`config.mk`:
```
export PLATFORM = sky130hd
export DESIGN_NAME = ah_packet_converter_w2n
export DESIGN_NICKNAME = d
export VERILOG_FILES = /design/src/rtl/ah_packet_converter_w2n.sv
export SDC_FILE = /design/constraint.sdc
export NUM_CORES = 1
export LEC_CHECK = 0
export CORE_UTILIZATION = 38
export DETAILED_ROUTE_END_ITERATION = 8
export RECOVER_POWER = 50
export SYNTH_ARGS = -nofsm -noshare
export SYNTH_HDL_FRONTEND = slang
export SYNTH_SLANG_ARGS = --single-unit
```
`constraint.sdc`:
```
create_clock -name clk_i -period 3.46 [get_ports clk_i]
set_input_delay 0.692 -clock clk_i [delete_from_list [all_inputs] [get_ports clk_i]]
set_output_delay 0.692 -clock clk_i [all_outputs]
set_load 0.01 [all_outputs]
```
`src/rtl/ah_packet_converter_w2n.sv`:
```
// Wide-to-narrow converter: buffers wide words and emits LANES narrow lanes each, LSB lane first unless AH_PKTCONV_W2N_MSB_FIRST_EN.
// Latency: write in cycle N -> first rvalid_o in N+2. Backpressure: credits in both directions (wcredit_o per popped word, rcredit_i per lane).

module ah_pktconv_fifo #(
   parameter int W     = 8,
   parameter int DEPTH = 2
) (
   input  logic         clk_i,
   input  logic         rstn_i,
   input  logic         push_i,
   input  logic         pop_i,
   input  logic [W-1:0] dat_i,
   output logic [W-1:0] dat_o,
   output logic         empty_o
);
   localparam int AW = (DEPTH > 1) ? $clog2(DEPTH) : 1;
   localparam int CW = $clog2(DEPTH + 1);

   logic [W-1:0]  mem_q [DEPTH];
   logic [AW-1:0] wr_ptr_q, wr_ptr_d;
   logic [AW-1:0] rd_ptr_q, rd_ptr_d;
   logic [CW-1:0] count_q, count_d;
   logic          full, do_push, do_pop;

   assign full    = (count_q == CW'(DEPTH));
   assign empty_o = (count_q == '0);
   // A push into a full FIFO is a protocol violation and is dropped.
   assign do_push = push_i && !full;
   assign do_pop  = pop_i && !empty_o;
   assign dat_o   = mem_q[rd_ptr_q];

   always_comb begin
      wr_ptr_d = wr_ptr_q;
      rd_ptr_d = rd_ptr_q;
      count_d  = count_q;
      if (do_push) wr_ptr_d = (wr_ptr_q == AW'(DEPTH - 1)) ? '0 : wr_ptr_q + 1'b1;
      if (do_pop)  rd_ptr_d = (rd_ptr_q == AW'(DEPTH - 1)) ? '0 : rd_ptr_q + 1'b1;
      case ({do_push, do_pop})
         2'b10:   count_d = count_q + 1'b1;
         2'b01:   count_d = count_q - 1'b1;
         default: count_d = count_q;
      endcase
   end

   always_ff @(posedge clk_i) begin
      if (!rstn_i) begin
         wr_ptr_q <= '0;
         rd_ptr_q <= '0;
         count_q  <= '0;
      end else begin
         wr_ptr_q <= wr_ptr_d;
         rd_ptr_q <= rd_ptr_d;
         count_q  <= count_d;
      end
   end

   always_ff @(posedge clk_i) begin
      if (do_push) mem_q[wr_ptr_q] <= dat_i;
   end
endmodule

module ah_packet_converter_w2n #(
   parameter int WIDE_W   = 15,
   parameter int NARROW_W = 5,
   parameter int DEPTH    = 2,
   parameter int CRED_W   = 4
) (
   input  logic                clk_i,
   input  logic                rstn_i,
   input  logic [WIDE_W-1:0]   wdata_i,
   input  logic                wvalid_i,
   output logic                wcredit_o,
   output logic [NARROW_W-1:0] rdata_o,
   output logic                rvalid_o,
   input  logic                rcredit_i
);
   localparam int LANES = WIDE_W / NARROW_W;
   localparam int LW    = (LANES > 1) ? $clog2(LANES) : 1;

   logic [WIDE_W-1:0]   head;
   logic                empty, beat, last, pop;
   logic [NARROW_W-1:0] slice [LANES];
   logic [LW-1:0]       sel;
   logic [LW-1:0]       lane_q, lane_d;
   logic [CRED_W-1:0]   cred_q, cred_d;
   logic [NARROW_W-1:0] rdata_q, rdata_d;
   logic                rvalid_q, wcredit_q;

   ah_pktconv_fifo #(.W(WIDE_W), .DEPTH(DEPTH)) u_fifo (
      .clk_i   (clk_i),
      .rstn_i  (rstn_i),
      .push_i  (wvalid_i),
      .pop_i   (pop),
      .dat_i   (wdata_i),
      .dat_o   (head),
      .empty_o (empty)
   );

   for (genvar g = 0; g < LANES; g++) begin : g_slice
      assign slice[g] = head[g*NARROW_W +: NARROW_W];
   end

`ifdef AH_PKTCONV_W2N_MSB_FIRST_EN
   assign sel = LW'(LANES - 1) - lane_q;
`else
   assign sel = lane_q;
`endif

   // Only the registered credit count gates a beat; a same-cycle rcredit_i counts next cycle.
   assign beat = !empty && (cred_q != '0);
   assign last = (lane_q == LW'(LANES - 1));
   assign pop  = beat && last;

   always_comb begin
      cred_d  = cred_q;
      lane_d  = lane_q;
      rdata_d = rdata_q;
      if (rcredit_i && !beat && (cred_q != '1)) cred_d = cred_q + 1'b1;
      else if (beat && !rcredit_i)              cred_d = cred_q - 1'b1;
      if (beat) begin
         rdata_d = slice[sel];
         lane_d  = last ? '0 : lane_q + 1'b1;
      end
   end

   always_ff @(posedge clk_i) begin
      if (!rstn_i) begin
         cred_q    <= '0;
         lane_q    <= '0;
         rdata_q   <= '0;
         rvalid_q  <= 1'b0;
         wcredit_q <= 1'b0;
      end else begin
         cred_q    <= cred_d;
         lane_q    <= lane_d;
         rdata_q   <= rdata_d;
         rvalid_q  <= beat;
         wcredit_q <= pop;
      end
   end

   assign rdata_o   = rdata_q;
   assign rvalid_o  = rvalid_q;
   assign wcredit_o = wcredit_q;
endmodule

```
==> run summary, run 1 <==
==============================================================================
Result of the run                                                 finished clean
Last weighted congestion value of the routability-driven placer          0.781
Fin crit share                                                           74.6%
FMAX                                                                 0.387 GHz
Cts hold-fix bufs                                                            0
Crit path setup slack, layout                                         0.878 ns
Maximum number of pins on one net before global-route repair                22
Critical Path Max Stage Delay                                          0.61 ns
Sequential fraction of the synthesis area                                62.9%
Setup Viol. Count Final                                                      0
Placement Setup Slack                                                 0.616 ns
Critical path data arrival time                                        2.78 ns
Number of input and output port buffers inserted                            25
Vias in the first global route                                            1243
Post-detailed-route count of antenna-violating nets                          0
Maximum Capacitance Violations                                               0
Final routed wirelength across all metal layers                        3600 µm
Leak pwr                                                              0.806 nW
Post-synth net total                                                       179
Clk slew on worst S/H paths                                            0.09 ns
Maximum level of the CTS H-tree                                              2
CP Buf/Inv Count                                                             1
Violation count after the first detailed-routing iteration                  62
Area of the core                                                      5110 µm²
Worst setup SP type                                                  input pin
Initial antenna violation count                                              0
Remaining DRCs                                                               0
CP Max Fanout                                                                7
Flop and latch count out of synthesis                                       48
Overall Global Routing Usage                                             14.8%
CP endpoint kind                                                          flop
Sinks on Clock Net                                                          48
Die X                                                                  74.7 µm
Max rail drop VDD                                                     0.356 mV
Hold violation total from the final report                                   0
Fill cell instance count of the final layout                               475
Layout cell share with drive strength beyond 1                           5.95%
Post-Syn Area                                                         2010 µm²
Remaining global-route overflow                                              0
Setup slack on the worst flop-to-flop path                             1.03 ns
RSZ-0062 raised after global routing                                        no
Wire length of the first global-routing pass                           6000 µm
Crit path cell chain                                              clkdlybuf4s50_1 > o221ai_1 > ha_1 > a21oi_1 > and2_1 > nand3b_1 > o221ai_1
Effective utilization at floorplan                                       39.3%
Post-CTS sizing                                                              0
Area growth from synthesis to layout                                     20.1%
Cell count after synthesis                                                 156
Row count                                                                   26
Ratio of routed vias to standard cells                                    4.91
Worst setup skew after layout                                       0.00748 ns
Critical path's top delay family                                  compound AO/OA/AOI/OAI gates
CP most frequent cell                                             sky130_fd_sc_hd__o221ai_1
Most common cell after layout, fill and taps aside                sky130_fd_sc_hd__edfxtp_1
CTS tree                                                                  done
Bufs on Longest Clock Path                                                   2
Worst slew margin                                                        40.6%
Height of the chip                                                     74.7 µm
Power per cell area                                                 607 nW/µm²
Routed len/inst                                                        14.1 µm
Utilization after layout                                                 47.2%
Root cell of the clock tree                                       sky130_fd_sc_hd__clkbuf_8
Clock latency reported for the late side of the worst-skew pair        0.29 ns
Total Nets Final                                                           207
Warnings from Yosys                                                          0
Detailed-route via count                                                  1251
Count of different cell masters after synthesis                             33
Num CTS Buffers                                                              5
Hold Path Class                                                     reg -> reg
Worst-margin pin slew                                                 0.891 ns
Commonest non-fill, non-tap cells in the layout                   sky130_fd_sc_hd__edfxtp_1 (30), sky130_fd_sc_hd__dfxtp_1 (18), sky130_fd_sc_hd__mux2i_1 (17), sky130_fd_sc_hd__dlygate4sd3_1 (17), sky130_fd_sc_hd__nor2_1 (14)
Antenna fix cells                                                            0
I/O pin count                                                               26
Post-route setup TNS                                                      0 ns
Post-layout minimum cycle time                                         2.58 ns
Number of max-slew violations in the final report                            0
Setup CP Type                                                        in -> reg
Req. time, crit path                                                   3.66 ns
Die Outline Area                                                      5570 µm²
Crit-path slowest cell                                            sky130_fd_sc_hd__clkdlybuf4s50_1
Mean Syn Cell Area                                                    12.9 µm²
Detailed placement HPWL                                                2500 µm
Final Total Pwr                                                        1.46 mW
Total setup buffers inserted after CTS                                       0
Pre-antenna DRT Iters                                                        4
==============================================================================
==> worst min-delay path, cell delays in order, from the launching register on <==
cell	delay, ns
sky130_fd_sc_hd__dfxtp_1	0.34
sky130_fd_sc_hd__o21ai_0	0.07
sky130_fd_sc_hd__a21boi_0	0.07
==> layout make-up <==
cell class	instances	area [µm²]	area share, %
sequential	48	1260	52.3
multi-input combinational	99	702	29.1
timing repair buffer	27	262	10.9
tap	70	87.6	3.63
clock buffer	5	68.8	2.86
clock inverter	3	17.5	0.727
inverter	3	11.3	0.467
==> path summary, 6_finish.rpt <==
kind | from | end | cells after the start
worst min-delay path | u_fifo.count_q[1] | u_fifo.count_q[1] | 2
worst min register to register | u_fifo.count_q[1] | u_fifo.count_q[1] | 2
worst max-delay path | rcredit_i | cred_q[3] | 7
worst max register to register | cred_q[0] | cred_q[3] | 7
==> synthesized netlist by cell type <==
library cell	n	area, µm²
sky130_fd_sc_hd__nand2_1	5	18.8
sky130_fd_sc_hd__nor4_4	1	21.3
sky130_fd_sc_hd__xor2_1	2	17.5
sky130_fd_sc_hd__o2bb2ai_1	1	8.76
sky130_fd_sc_hd__or2_1	1	6.26
sky130_fd_sc_hd__mux2i_1	17	170
sky130_fd_sc_hd__edfxtp_1	30	901
sky130_fd_sc_hd__a21boi_0	2	15.0
sky130_fd_sc_hd__nand2b_1	4	25.0
sky130_fd_sc_hd__xnor2_1	3	26.3
sky130_fd_sc_hd__a21boi_1	1	7.51
sky130_fd_sc_hd__nor2_1	14	52.6
sky130_fd_sc_hd__buf_6	1	11.3
sky130_fd_sc_hd__o21ai_0	9	45.0
sky130_fd_sc_hd__nand3b_1	1	7.51
sky130_fd_sc_hd__o21a_1	2	15.0
sky130_fd_sc_hd__or3_1	3	18.8
sky130_fd_sc_hd__inv_1	3	11.3
sky130_fd_sc_hd__a21oi_1	3	15.0
sky130_fd_sc_hd__nor3_1	5	25.0
sky130_fd_sc_hd__nand3_1	2	10.0
sky130_fd_sc_hd__fa_1	1	20.0
sky130_fd_sc_hd__dfxtp_1	18	360
sky130_fd_sc_hd__nor4b_2	1	15.0
sky130_fd_sc_hd__or2_2	1	6.26
sky130_fd_sc_hd__o22ai_1	5	31.3
sky130_fd_sc_hd__and2_1	8	50.1
sky130_fd_sc_hd__buf_2	1	5.00
sky130_fd_sc_hd__o221ai_1	2	17.5
sky130_fd_sc_hd__ha_1	3	37.5
sky130_fd_sc_hd__clkbuf_1	4	15.0
sky130_fd_sc_hd__o211ai_1	1	7.51
sky130_fd_sc_hd__o221a_1	1	11.3
==> logic make-up after synthesis <==
| group | share of synthesized area (%) |
|---|---|
| flip-flops | 62.9 |
| adder cells (fa/ha/maj) | 2.87 |
| multiplexers | 8.48 |
| XOR/XNOR | 2.18 |
| AO/OA/AOI/OAI | 8.67 |
| AND/OR/NAND/NOR | 12.8 |
| buffers and inverters | 2.12 |
==> sequential cells by signal, indices dropped and copies added (netlist names), named ones only <==
name             cells
u_fifo.mem_q        30
wcredit_o            1
lane_q               2
u_fifo.count_q       2
rvalid_o             1
cred_q               4
u_fifo.rd_ptr_q      1
rdata_o              5
u_fifo.wr_ptr_q      1
==> stage by stage <==
stage,cell area (µm²),hold WS [ns],cells
after floorplan,2010,0.477,156
after global placement,2330,0.494,247
after detailed placement,2330,0.516,247
after CTS,2410,0.529,255
after global routing,2410,0.550,255
final,2410,0.522,255
==> metal layers <==
layer / share of wire, % / GRT usage (%) / vias to the layer above
met5: 0 / 0 / -
met4: 0.89 / 5.45 / 0
met3: 4.1 / 4.69 / 4
met2: 50 / 24.0 / 30
met1: 45 / 18.6 / 590
li1: - / - / 627
==> report_power, final <==
group	switching, mW	internal [mW]	total [mW]
clock	0.182	0.141	0.323
sequential	0.0703	0.687	0.758
combinational	0.200	0.183	0.383
total	0.452	1.01	1.46
Power figures use the tool's default switching activity.
==> run 2: changes to the inputs <==
Clock period 3.46 ns to 2.4 ns, I/O delays scaled along.
==> run 2 against run 1 <==
Final cell count up 2.7%. Critical path depth unchanged. First-iteration DRC count down 35%. Flip-flop and latch count unchanged. Design area up 1.8%. Routed wire length up 3.1%. Die area unchanged. Worst hold slack better by 0.0066 ns. Combinational power up 61%. Critical path type is now reg -> reg. Largest power group unchanged.
==> run summary, run 2 (synthesis results as in run 1) <==
==============================================================================
Setup CP Type                                                       reg -> reg
Worst flop-to-flop path startpoint                                   cred_q[3]
Critical path destination                                            cred_q[3]
Switch share                                                             30.5%   -0.36 points
Setup Viol. Count Final                                                      0   unchanged
Overall Global Routing Usage                                             15.4%   +0.60 points
Post-CTS sizing                                                              0   unchanged
Capture point of the worst reg-to-reg path                           cred_q[3]
Req. time, crit path                                                   2.62 ns   -1.04 ns
Post-layout minimum cycle time                                         2.15 ns
Routed len/inst                                                        14.2 µm   +0.36%
Ratio of routed vias to standard cells                                    4.96   +1.1%
Leak pwr                                                              0.829 nW   +2.9%
Hold violation total from the final report                                   0   unchanged
Remaining global-route overflow                                              0   unchanged
Hold Path Class                                                     reg -> reg
Initial antenna violation count                                              0   unchanged
Vias in the first global route                                            1321   +6.3%
Height of the chip                                                     74.7 µm   unchanged
Layout cell share with drive strength beyond 1                           8.33%   +2.4 points
Worst setup path startpoint                                          cred_q[3]
Effective utilization at floorplan                                       39.3%   unchanged
Final routed wirelength across all metal layers                        3710 µm   +3.1%
Power Internal                                                         1.50 mW   +48%
Remaining DRCs                                                               0   unchanged
Wire length of the first global-routing pass                           6200 µm   +3.5%
Fin crit share                                                           89.6%
CP endpoint kind                                                          flop
Max rail drop VDD                                                     0.344 mV   -3.4%
P_sw                                                                  0.659 mW   +46%
Worst-margin pin slew                                                 0.925 ns   +0.0342 ns
Die Outline Area                                                      5570 µm²   unchanged
Area of the core                                                      5110 µm²   unchanged
Path depth of the worst reg2reg path                                         7   unchanged
Critical path data arrival time                                        2.37 ns   -0.41 ns
Root cell of the clock tree                                       sky130_fd_sc_hd__clkbuf_8
Commonest non-fill, non-tap cells in the layout                   sky130_fd_sc_hd__edfxtp_1 (30), sky130_fd_sc_hd__dfxtp_1 (18), sky130_fd_sc_hd__mux2i_1 (17), sky130_fd_sc_hd__dlygate4sd3_1 (16), sky130_fd_sc_hd__nor2_1 (14)
Pre-antenna DRT Iters                                                        4   unchanged
Row count                                                                   26   unchanged
Power per cell area                                                 880 nW/µm²   +45%
Final Cell Area                                                       2450 µm²   +1.8%
Maximum Capacitance Violations                                               0   unchanged
Number of max-slew violations in the final report                            0   unchanged
Detailed-route via count                                                  1299   +3.8%
Instance area at placement                                            2360 µm²   +1.6%
FMAX                                                                 0.465 GHz
Antenna fix cells                                                            0   unchanged
Combinational group share of total power                                 28.6%   +2.5 points
Sinks on Clock Net                                                          48   unchanged
I/O pin count                                                               26   unchanged
Num CTS Buffers                                                              5   unchanged
Setup slack on the worst flop-to-flop path                             0.25 ns   -0.78 ns
Bufs on Longest Clock Path                                                   2   unchanged
Post-detailed-route count of antenna-violating nets                          0   unchanged
Most common cell after layout, fill and taps aside                sky130_fd_sc_hd__edfxtp_1
Flip-flop count of the largest register after layout                        30   unchanged
Maximum number of pins on one net before global-route repair                17   -23%
Final std cells w/o fill                                                   262   +2.7%
Clock network fraction of design power                                   21.2%   -0.9 points
Worst slew margin                                                        38.4%   -2.3 points
Reg power frac                                                           50.2%   -1.6 points
Maximum level of the CTS H-tree                                              2   unchanged
CTS tree                                                                  done
Last weighted congestion value of the routability-driven placer          0.809   +3.6%
Number of input and output port buffers inserted                            25   unchanged
Post-route setup TNS                                                      0 ns   unchanged
Violation count after the first detailed-routing iteration                  40   -35%
RSZ-0062 raised after global routing                                        no
Die X                                                                  74.7 µm   unchanged
Total Nets Final                                                           214   +3.4%
Worst setup SP type                                                       flop
DP Cell Count                                                              252   +2.0%
Clk slew on worst S/H paths                                            0.09 ns   about the same
Clock latency reported for the late side of the worst-skew pair        0.29 ns   about the same
Reg with most FFs                                                 u_fifo.mem_q
Worst setup skew after layout                                       0.00951 ns   +0.00203 ns
CP Max Fanout                                                                6   -1
Detailed placement HPWL                                                2570 µm   +2.7%
Area growth from synthesis to layout                                     22.3%
Result of the run                                                 finished clean
==============================================================================
run 2: how the worst min path moves through the flow:
| stage | startpoint | endpoint | slack, ns | depth (start not counted) |
|---|---|---|---|---|
| after detailed placement | lane_q[0] | lane_q[0] | 0.52 | 2 |
| after CTS | lane_q[0] | lane_q[0] | 0.53 | 2 |
| after floorplan | u_fifo.count_q[1] | u_fifo.count_q[1] | 0.48 | 2 |
| after global routing | rdata_o[2] | rdata_o[2] | 0.58 | 2 |
| final | lane_q[0] | lane_q[0] | 0.53 | 2 |
| after global placement | u_fifo.count_q[1] | u_fifo.count_q[1] | 0.49 | 2 |
run 2: power by group through the flow:
stage               Sequential, mW  Clock [mW]  Combinational [mW]
CTS                           1.09       0.469               0.593
finish                        1.08       0.459               0.617
floorplan                     1.10           0               0.375
detailed placement            1.10           0               0.589
global placement              1.10           0               0.557
global route                  1.10       0.509               0.691
run 2: critical path, stage by stage, from the launching register on:
cell                       delay (ns)
sky130_fd_sc_hd__dfxtp_1         0.36
sky130_fd_sc_hd__nor4_4          0.43
sky130_fd_sc_hd__o221ai_1        0.20
sky130_fd_sc_hd__ha_1            0.36
sky130_fd_sc_hd__a21oi_1         0.26
sky130_fd_sc_hd__and2_1          0.19
sky130_fd_sc_hd__nand3b_1        0.08
sky130_fd_sc_hd__o221ai_1        0.20
run 2: cell type report:
cell class              count  area (µm²)
clock inverters             2        12.5
repair buffers             34         307
inverters                   3        11.3
multi-input cells          99         702
fillers                   486        2650
well taps                  70        87.6
clock buffers               6        72.6
flip-flops and latches     48        1260
run 2: metrics by stage:
step	utilization, %	total power, mW	hold slack (ns)	worst slack (ns)
2_1_floorplan	-	1.47	0.477	0.336
4_1_cts	48.0	2.15	0.531	0.180
6_report	48.0	2.16	0.529	0.249
3_3_place_gp	46.3	1.65	0.490	0.250
5_1_grt	48.0	2.30	0.576	0.0435
3_5_place_dp	46.3	1.69	0.517	0.128
run 2: repair_timing:
action | CTS | global route
hold buffers | 0 | 0
endpoints found under the setup margin | 0 | 1
setup buffers | 0 | 2
endpoints found under the hold margin | 0 | 0
run 2: metal layers:
layer	track usage, %	vias to the layer above	wire length [µm]
met2	27.5	22	1980
li1	-	645	-
met4	5.66	0	54
met1	17.5	626	1570
met3	4.28	6	110
met5	0	-	0
